`config.mk`:
```
export PLATFORM = sky130hd
export DESIGN_NAME = cp0_exception_unit
export DESIGN_NICKNAME = d
export VERILOG_FILES = /design/src/rtl/cp0_exception_unit_pkg.sv /design/src/rtl/cp0_exc_prioritizer.sv /design/src/rtl/cp0_exception_unit.sv
export SDC_FILE = /design/constraint.sdc
export NUM_CORES = 1
export LEC_CHECK = 0
export BUFFER_PORTS_ARGS = -buffer_cell sky130_fd_sc_hd__buf_2
export CORE_ASPECT_RATIO = 0.8
export CORE_UTILIZATION = 30
export DETAILED_ROUTE_END_ITERATION = 10
export GPL_ROUTABILITY_DRIVEN = 0
export SETUP_SLACK_MARGIN = 0.15
export SYNTH_ARGS = -nofsm -noshare
export SYNTH_HDL_FRONTEND = slang
export SYNTH_SLANG_ARGS = --single-unit
export TNS_END_PERCENT = 100
```
`constraint.sdc`:
```
create_clock -name clk -period 2.98 [get_ports clk]
set_input_delay 0.596 -clock clk [delete_from_list [all_inputs] [get_ports clk]]
set_output_delay 0.596 -clock clk [all_outputs]
set_load 0.03 [all_outputs]
```
`src/rtl/cp0_exception_unit_pkg.sv`:
```
// Shared CP0 constants: register numbers, ExcCodes, exception-vector bit indices
// and Status/Cause field positions.
package cp0_exception_unit_pkg;

    localparam logic [4:0] REG_BADVADDR = 5'd8;
    localparam logic [4:0] REG_COUNT    = 5'd9;
    localparam logic [4:0] REG_COMPARE  = 5'd11;
    localparam logic [4:0] REG_STATUS   = 5'd12;
    localparam logic [4:0] REG_CAUSE    = 5'd13;
    localparam logic [4:0] REG_EPC      = 5'd14;

    localparam logic [4:0] EXC_CODE_INT  = 5'd0;
    localparam logic [4:0] EXC_CODE_ADEL = 5'd4;
    localparam logic [4:0] EXC_CODE_ADES = 5'd5;
    localparam logic [4:0] EXC_CODE_SYS  = 5'd8;
    localparam logic [4:0] EXC_CODE_BP   = 5'd9;
    localparam logic [4:0] EXC_CODE_RI   = 5'd10;
    localparam logic [4:0] EXC_CODE_OV   = 5'd12;

    localparam int EXC_ERET   = 0;
    localparam int EXC_ADES   = 1;
    localparam int EXC_ADEL_D = 2;
    localparam int EXC_ADEL_I = 3;
    localparam int EXC_OV     = 4;
    localparam int EXC_RI     = 5;
    localparam int EXC_BP     = 6;
    localparam int EXC_SYS    = 7;

    localparam int ST_IE      = 0;
    localparam int ST_EXL     = 1;
    localparam int ST_IM_LO   = 8;
    localparam int CA_EXC_LO  = 2;
    localparam int CA_IP_LO   = 8;
    localparam int CA_TI      = 30;
    localparam int CA_BD      = 31;

    localparam logic [31:0] STATUS_WMASK = 32'h0000_FF03;

    typedef enum logic [1:0] {BV_NONE, BV_PC, BV_MEM} bv_sel_e;
    typedef enum logic {ST_RUN, ST_FLUSH} cp0_state_e;

endpackage

```
`src/rtl/cp0_exc_prioritizer.sv`:
```
// Combinational exception prioritiser: picks the highest-ranked cause and the
// source for BadVAddr. Interrupts outrank every except_in bit.
module cp0_exc_prioritizer
    import cp0_exception_unit_pkg::*;
(
    input  logic [8:0] except_in,
    input  logic       int_pend,
    output logic       take,
    output logic [4:0] exccode,
    output bv_sel_e    badvaddr_sel
);

    // Bit 8 is reserved and eret is handled by the caller.
    logic unused_bits;
    assign unused_bits = except_in[8] ^ except_in[EXC_ERET];

    always_comb begin
        take         = 1'b1;
        exccode      = EXC_CODE_INT;
        badvaddr_sel = BV_NONE;
        if (int_pend) begin
            exccode = EXC_CODE_INT;
        end else if (except_in[EXC_ADEL_I]) begin
            exccode      = EXC_CODE_ADEL;
            badvaddr_sel = BV_PC;
        end else if (except_in[EXC_RI]) begin
            exccode = EXC_CODE_RI;
        end else if (except_in[EXC_OV]) begin
            exccode = EXC_CODE_OV;
        end else if (except_in[EXC_SYS]) begin
            exccode = EXC_CODE_SYS;
        end else if (except_in[EXC_BP]) begin
            exccode = EXC_CODE_BP;
        end else if (except_in[EXC_ADEL_D]) begin
            exccode      = EXC_CODE_ADEL;
            badvaddr_sel = BV_MEM;
        end else if (except_in[EXC_ADES]) begin
            exccode      = EXC_CODE_ADES;
            badvaddr_sel = BV_MEM;
        end else begin
            take = 1'b0;
        end
    end

endmodule

```
`src/rtl/cp0_exception_unit.sv`:
```
// CP0 commit-point exception unit: Status/Cause/EPC/BadVAddr, one-cycle flush
// with redirect PC, mtc0/mfc0. Optional Count/Compare timer via CP0_TIMER_INT_EN.
module cp0_exception_unit
    import cp0_exception_unit_pkg::*;
#(
    parameter logic [31:0] EXC_VECTOR   = 32'hBFC0_0380,
    parameter logic [31:0] RESET_STATUS = 32'h0000_0000
) (
    input  logic        clk,
    input  logic        rst,
    input  logic        commit_valid,
    input  logic [8:0]  except_in,
    input  logic [31:0] pc_in,
    input  logic [31:0] mem_addr_in,
    input  logic        delay_slot_in,
    input  logic [5:0]  hw_int,
    input  logic        cp0_we,
    input  logic [4:0]  cp0_waddr,
    input  logic [31:0] cp0_wdata,
    input  logic [4:0]  cp0_raddr,
    output logic [31:0] cp0_rdata,
    output logic        flush,
    output logic [31:0] new_pc,
    output logic        exl
);

    cp0_state_e  state_q, state_d;
    logic [31:0] status_q, epc_q, badvaddr_q, new_pc_q;
    logic        bd_q, ti;
    logic [1:0]  ip_sw_q;
    logic [5:0]  ip_hw_q;
    logic [4:0]  exccode_q;
    logic [7:0]  cause_ip;
    logic [31:0] cause_rd;
    logic        int_pend, slot, pri_take, take, eret, wr;
    logic [4:0]  pri_code;
    bv_sel_e     pri_bv;

    assign cause_ip = {ip_hw_q[5] | ti, ip_hw_q[4:0], ip_sw_q};
    assign int_pend = (|(cause_ip & status_q[ST_IM_LO +: 8])) & status_q[ST_IE] & ~status_q[ST_EXL];
    assign cause_rd = {bd_q, ti, 14'b0, cause_ip, 1'b0, exccode_q, 2'b0};

    // Commit is only honoured in RUN; the FLUSH cycle holds a squashed bubble.
    assign slot = commit_valid & (state_q == ST_RUN);

    cp0_exc_prioritizer u_pri (
        .except_in   (except_in),
        .int_pend    (int_pend),
        .take        (pri_take),
        .exccode     (pri_code),
        .badvaddr_sel(pri_bv)
    );

    assign take = slot & pri_take;
    assign eret = slot & except_in[EXC_ERET] & ~pri_take;
    assign wr   = cp0_we & ~take & ~eret;

    always_ff @(posedge clk) begin
        if (rst) state_q <= ST_RUN;
        else     state_q <= state_d;
    end

    always_comb begin
        state_d = state_q;
        case (state_q)
            ST_RUN:   if (take || eret) state_d = ST_FLUSH;
            ST_FLUSH: state_d = ST_RUN;
            default:  state_d = ST_RUN;
        endcase
    end

    always_ff @(posedge clk) begin
        if (rst) begin
            status_q   <= RESET_STATUS & STATUS_WMASK;
            epc_q      <= '0;
            badvaddr_q <= '0;
            new_pc_q   <= '0;
            bd_q       <= 1'b0;
            ip_sw_q    <= '0;
            ip_hw_q    <= '0;
            exccode_q  <= '0;
        end else begin
            ip_hw_q <= hw_int;
            if (take) begin
                exccode_q        <= pri_code;
                status_q[ST_EXL] <= 1'b1;
                new_pc_q         <= EXC_VECTOR;
                if (!status_q[ST_EXL]) begin
                    epc_q <= delay_slot_in ? pc_in - 32'd4 : pc_in;
                    bd_q  <= delay_slot_in;
                end
                case (pri_bv)
                    BV_PC:   badvaddr_q <= pc_in;
                    BV_MEM:  badvaddr_q <= mem_addr_in;
                    default: ;
                endcase
            end else if (eret) begin
                status_q[ST_EXL] <= 1'b0;
                new_pc_q         <= epc_q;
            end else if (wr) begin
                case (cp0_waddr)
                    REG_STATUS: status_q <= cp0_wdata & STATUS_WMASK;
                    REG_CAUSE:  ip_sw_q  <= cp0_wdata[CA_IP_LO +: 2];
                    REG_EPC:    epc_q    <= cp0_wdata;
                    default: ;
                endcase
            end
        end
    end

`ifdef CP0_TIMER_INT_EN
    logic [31:0] count_q, compare_q;
    logic        half_q, ti_q;

    always_ff @(posedge clk) begin
        if (rst) begin
            count_q   <= '0;
            compare_q <= '0;
            half_q    <= 1'b0;
            ti_q      <= 1'b0;
        end else begin
            half_q <= ~half_q;
            if (wr && cp0_waddr == REG_COUNT) count_q <= cp0_wdata;
            else if (half_q)                  count_q <= count_q + 32'd1;
            // A Compare write acknowledges the timer and wins over a same-cycle match.
            if (wr && cp0_waddr == REG_COMPARE) begin
                compare_q <= cp0_wdata;
                ti_q      <= 1'b0;
            end else if (count_q == compare_q && compare_q != 32'd0) begin
                ti_q <= 1'b1;
            end
        end
    end
    assign ti = ti_q;
`else
    assign ti = 1'b0;
`endif

    always_comb begin
        cp0_rdata = '0;
        case (cp0_raddr)
            REG_BADVADDR: cp0_rdata = badvaddr_q;
            REG_STATUS:   cp0_rdata = status_q;
            REG_CAUSE:    cp0_rdata = cause_rd;
            REG_EPC:      cp0_rdata = epc_q;
`ifdef CP0_TIMER_INT_EN
            REG_COUNT:    cp0_rdata = count_q;
            REG_COMPARE:  cp0_rdata = compare_q;
`endif
            default:      cp0_rdata = '0;
        endcase
    end

    assign flush  = (state_q == ST_FLUSH);
    assign new_pc = new_pc_q;
    assign exl    = status_q[ST_EXL];

endmodule

```
* Word-level counts from Yosys, hierarchy flattened *
Cells that the tools add are included.

operators by class
  bitwise operators = 14
  reductions and logical operators = 15
  muxes and demuxes = 40
  add/subtract/negate cells = 1
  equal/unequal tests = 11

operators with widths
  operator                 number
  $mux W32                 8
  $pmux W32 S4             1
  $pmux W32 S2             1
  $eq A5 B4 Y1 const B     7
  $mux W5                  7
  $sub A32 B3 Y32 const B  1
  $mux W2                  10
  $reduce_and A4 Y1        3
  $mux W1                  11
  $and A1 B1 Y1            8
  $and A8 B8 Y8            1
  $reduce_bool A2 Y1       4
  $reduce_or A8 Y1         1
  $reduce_and A2 Y1        3
  $reduce_bool A3 Y1       2
  $not A1 Y1               5
  $ne A2 B2 Y1 const B     2
  $mux W3                  1
  $eq A2 B1 Y1 const B     1
  $eq A2 B2 Y1 const B     1
  $pmux W1 S2              1
  $reduce_or A2 Y1         1
  $logic_or A1 B1 Y1       1

word-level totals
  bits in registers = 121
  word-level logic and storage cells = 92

* Depth between registers and ports, before layout *
  depth in word-level cells = 15
  gate-level depth with buffers = 9
  depth with buffers taken out = 8

* By module *
From an unflattened synthesis, not the netlist that was laid out.

unflattened totals
  cell total of the unflattened synthesis = 740
  area total of the unflattened synthesis = 6112.1 um^2

modules (own cells, without submodules)
  module               area an instance (um^2)  cells an instance  instances
  cp0_exception_unit   6010.8                   722                1
  cp0_exc_prioritizer  101.3                    18                 1

* Worst setup path before layout *
Ideal clock, no wire load.

  kind = input to output
  from = in cp0_raddr[0]
  to = out cp0_rdata[12]
  data arrival time = 2.125 ns
  setup slack = 0.259 ns
  required time = 2.384 ns
  stages on the path = 5
  path buffers = 1
  path through = or3b_2 clkbuf_1 nor3b_1 a22oi_1 nand2_1

between the ends
  longest elaborated chain between the ends = 2
  elaborated cells between the ends (all ways) = 5

RTL lines
  element         RTL line                   source
  from (decl)     cp0_exception_unit.sv:20   input logic [4:0] cp0_raddr,
  $eq A5 B4 Y1    cp0_exception_unit.sv:141  case (cp0_raddr)
  $pmux W32 S4 *  cp0_exception_unit.sv:141
  to (decl)       cp0_exception_unit.sv:21   output logic [31:0] cp0_rdata,

Every way passes the cells marked *; elsewhere a longest branch is shown, timed or not.

* Worst setup path in the final report *
  from = in cp0_raddr[0]
  to = out cp0_rdata[20]

Same word-level chain as after synthesis.

==> results_dict.tcl <==
set metrics [dict create \
    run_status "finished, final reports clean" \
    hpwl_um 14990 \
    gr-total-overflow 0 \
    fin_worst_skew_ns 0.008449 \
    cp.required_ns 2.38 \
    cts_buffer_depth 2 \
    grt_max_degree 59 \
    syn_nets 820 \
    worst_hold_path.endpoint "ip_hw_q[0]$_SDFF_PP0_" \
    dieArea_sq_mm 0.02055 \
    placed_area_sq_mm 0.007383 \
    finalSetupViolCount 0 \
    sw_frac_of_total_pct 25.99 \
    vdd_drop_max_mv 0.2850 \
    ant_nets 0 \
    core_area_sq_mm 0.01926 \
    clkPwrFrac_pct 45.3 \
    path_clk_slew_ns 0.05 \
    p_switching_mw 1.108 \
    initial_core_util_pct 31.12 \
    worst_slack_ns 0.2528 \
    tightest_slew_ns 0.6290 \
    hold_path_class "in2reg" \
    synth_flop_cell "dfxtp_1" \
    layout.nets 1012 \
    synth_top_area_share_pct 40.08 \
    power_frac_comb_pct 13.6 \
    layout-drive-gt1-share_pct 30.06 \
    cp.arrival_ns 2.13 \
    io_buffers 190 \
    grt_pass1_wl_um 31820 \
    root_buffer "clkbuf_16" \
    synth_area_sq_mm 0.005993 \
    diodes 0 \
    finalCritPeriodShare_pct 91.52 \
    ys_async_sr_fraction_pct 0 \
    clk_latency_ns 0.41 \
    ioPinCount 192 \
    yosys_warnings 0 \
    setup_tns_ns 0 \
    rsz0062_at_grt "false" \
    timing.rr.end "epc_q[29]$_SDFFE_PP0P_" \
    ctsHtreeMaxLevel 4 \
    rrSetupSlack_ns 0.47 \
    r2r_cells 7 \
    remaining_drc_errors 0 \
    power_density_mw_per_mm2 532.0 \
    cts_hold_buf 0 \
    die_h_um 128.4 \
    worst_setup_path_end_kind "primary output" \
    row_count 45 \
    fmax_mhz 366.7 \
    worstReg2RegStart "ip_hw_q[4]$_SDFF_PP0_" \
    fin_area_sq_mm 0.008016 \
    start_kind "primary input" \
    p_int_mw 3.157 \
    grt_pass1_vias 5491 \
    min_period_ns 2.727 \
    drtIter0Drc 346 \
    wirelength_um 20940 \
    synth.area.top_cells "dfxtp_1, mux2i_1, nor2_1" \
    finalHoldViolCount 0 \
    p_seq_share_pct 41.1 \
    finalMaxSlewViolations 0 \
    yosysUniqueCellTypes 49 \
    grt_usage_pct 20.32 \
    ys_seq_elements 120 \
    firstDrtPassIters 5 \
    antenna_found_initial 1 \
    whs_ns 0.4050 \
    synthToLayoutAreaGrowth_pct 33.76 \
    syn_area_per_cell_sq_um 8.661 \
    place_ws_ns 0.03565 \
    seq_area_frac_synth_pct 40.08 \
    hold_start "hw_int[0]" \
    cts_buffers 17 \
    leakage_nw 3.438 \
    crit_type "in2out" \
    nFillCells 2014 \
    holdPathStages 2 \
    synthCells 692 \
    vias 5823 \
    synth_edf_count 0 \
    cts_tree "built" \
    cts_sinks 120 \
    cp_max_fo 15 \
    drv_cap 0 \
    fp.dieW_um 160.0 \
    power.total_mw 4.265 \
    wl_per_cell_um 18.16 \
    relSlewSlack_pct 58.06 \
    drt-vias-per-instance 5.050 \
    yosys.area.top_type "dfxtp_1" \
]
[metrics by stage]
| step | instances | util [%] |
|---|---|---|
| global route | 1153 | 41.63 |
| finish | 1153 | 41.63 |
| CTS | 1145 | 41.16 |
| detailed placement | 1115 | 38.34 |
| global placement | 1115 | 38.34 |
| floorplan | 692 | - |
[kinds of logic after synthesis]
group / Yosys count / share of synthesized area [%]
AO/OA/AOI/OAI: 165 / 20.75
buffers and inverters: 62 / 4.342
flip-flops: 120 / 40.08
AND/OR/NAND/NOR: 250 / 19.46
adder cells (fa/ha/maj): 2 / 0.4175
multiplexers: 65 / 10.86
XOR/XNOR: 28 / 4.092
[area by class of cell]
class	count	area, sq um	area share [%]
multi-input cells	510	3366	41.99
flip-flops and latches	120	2402	29.97
repair buffers	227	1353	16.87
clock buffers	27	503.0	6.274
well taps	258	322.8	4.027
clock inverters	3	40.04	0.4995
inverters	8	30.03	0.3746
[registers in the layout (all words and copies together), names as in the netlist, 2 cells and up]
register    flops
status_q       10
epc_q          32
new_pc         32
ip_hw_q         6
exccode_q       4
ip_sw_q         2
badvaddr_q     32
[critical path: stages]
cell and delay [ns]:
buf_2 0.11, or3b_4 0.44, nor3_4 0.25, buf_4 0.16, buf_6 0.19, a22o_1 0.17
buf_2 0.20
[worst max-delay path by stage]
stage | slack (ns) | end | startpoint
after detailed placement | 0.04 | epc_q[29]$_SDFFE_PP0P_ | except_in[5]
after global routing | 0.20 | cp0_rdata[30] | cp0_raddr[0]
after global placement | 0.08 | status_q[12]$_SDFFE_PP0P_ | except_in[5]
after floorplan | 0.26 | cp0_rdata[12] | cp0_raddr[0]
after CTS | 0.21 | cp0_rdata[10] | cp0_raddr[0]
final | 0.25 | cp0_rdata[20] | cp0_raddr[0]
[power groups by stage]
stage | registers (mW) | clock network [mW] | logic [mW]
3_3_place_gp | 1.79 | 0 | 0.558
5_1_grt | 1.77 | 2.06 | 0.633
4_1_cts | 1.75 | 1.96 | 0.567
6_report | 1.76 | 1.93 | 0.578
3_5_place_dp | 1.79 | 0 | 0.564
2_1_floorplan | 1.80 | 0 | 0.296
[synthesized netlist by cell type, types with 2 or more instances]
cell and number:
nor2_1 121, dfxtp_1 120, mux2i_1 65, nand2_1 58
clkbuf_1 42, a211oi_1 35, a21oi_1 32, a22oi_1 22
a211o_1 19, a22o_1 17, nor3_1 14, xnor2_1 14
xor2_1 14, o22ai_1 11, buf_2 10, nor2b_1 10
o211ai_1 10, inv_1 8, nor4_1 7, nand3_1 6
a222oi_1 5, nand3b_1 5, nand4b_1 5, nand2b_1 4
a31oi_1 3, nor3b_1 3, or4_1 3, a311oi_1 2
buf_6 2, ha_1 2, nand4_1 2, o21ai_0 2
or2_2 2, or3_1 2
[per-layer routing]
layer	wire, um	global-route usage, %
met5	0	0
met4	111	4.314
met3	1452	4.997
met2	8836	30.20
met1	10540	29.51
[placed cells by master, fill, tap and decap left out, drive strengths merged, types with 11 or more instances in the layout]
master | Yosys | routed
nor3 | 14 | 14
buf | 12 | 226
clkbuf | 42 | 28
dfxtp | 120 | 120
nand2 | 58 | 58
xnor2 | 14 | 14
nor2 | 121 | 121
a21oi | 32 | 32
a22o | 17 | 17
o22ai | 11 | 11
xor2 | 14 | 14
mux2i | 65 | 65
a22oi | 22 | 22
a211o | 19 | 19
a211oi | 35 | 35
[what timing repair did]
action	4_1_cts	5_1_grt
buffers inserted	0	7
setup endpoints to repair	0	12
gates resized for setup	0	3
(Power assumes the default switching activity.)
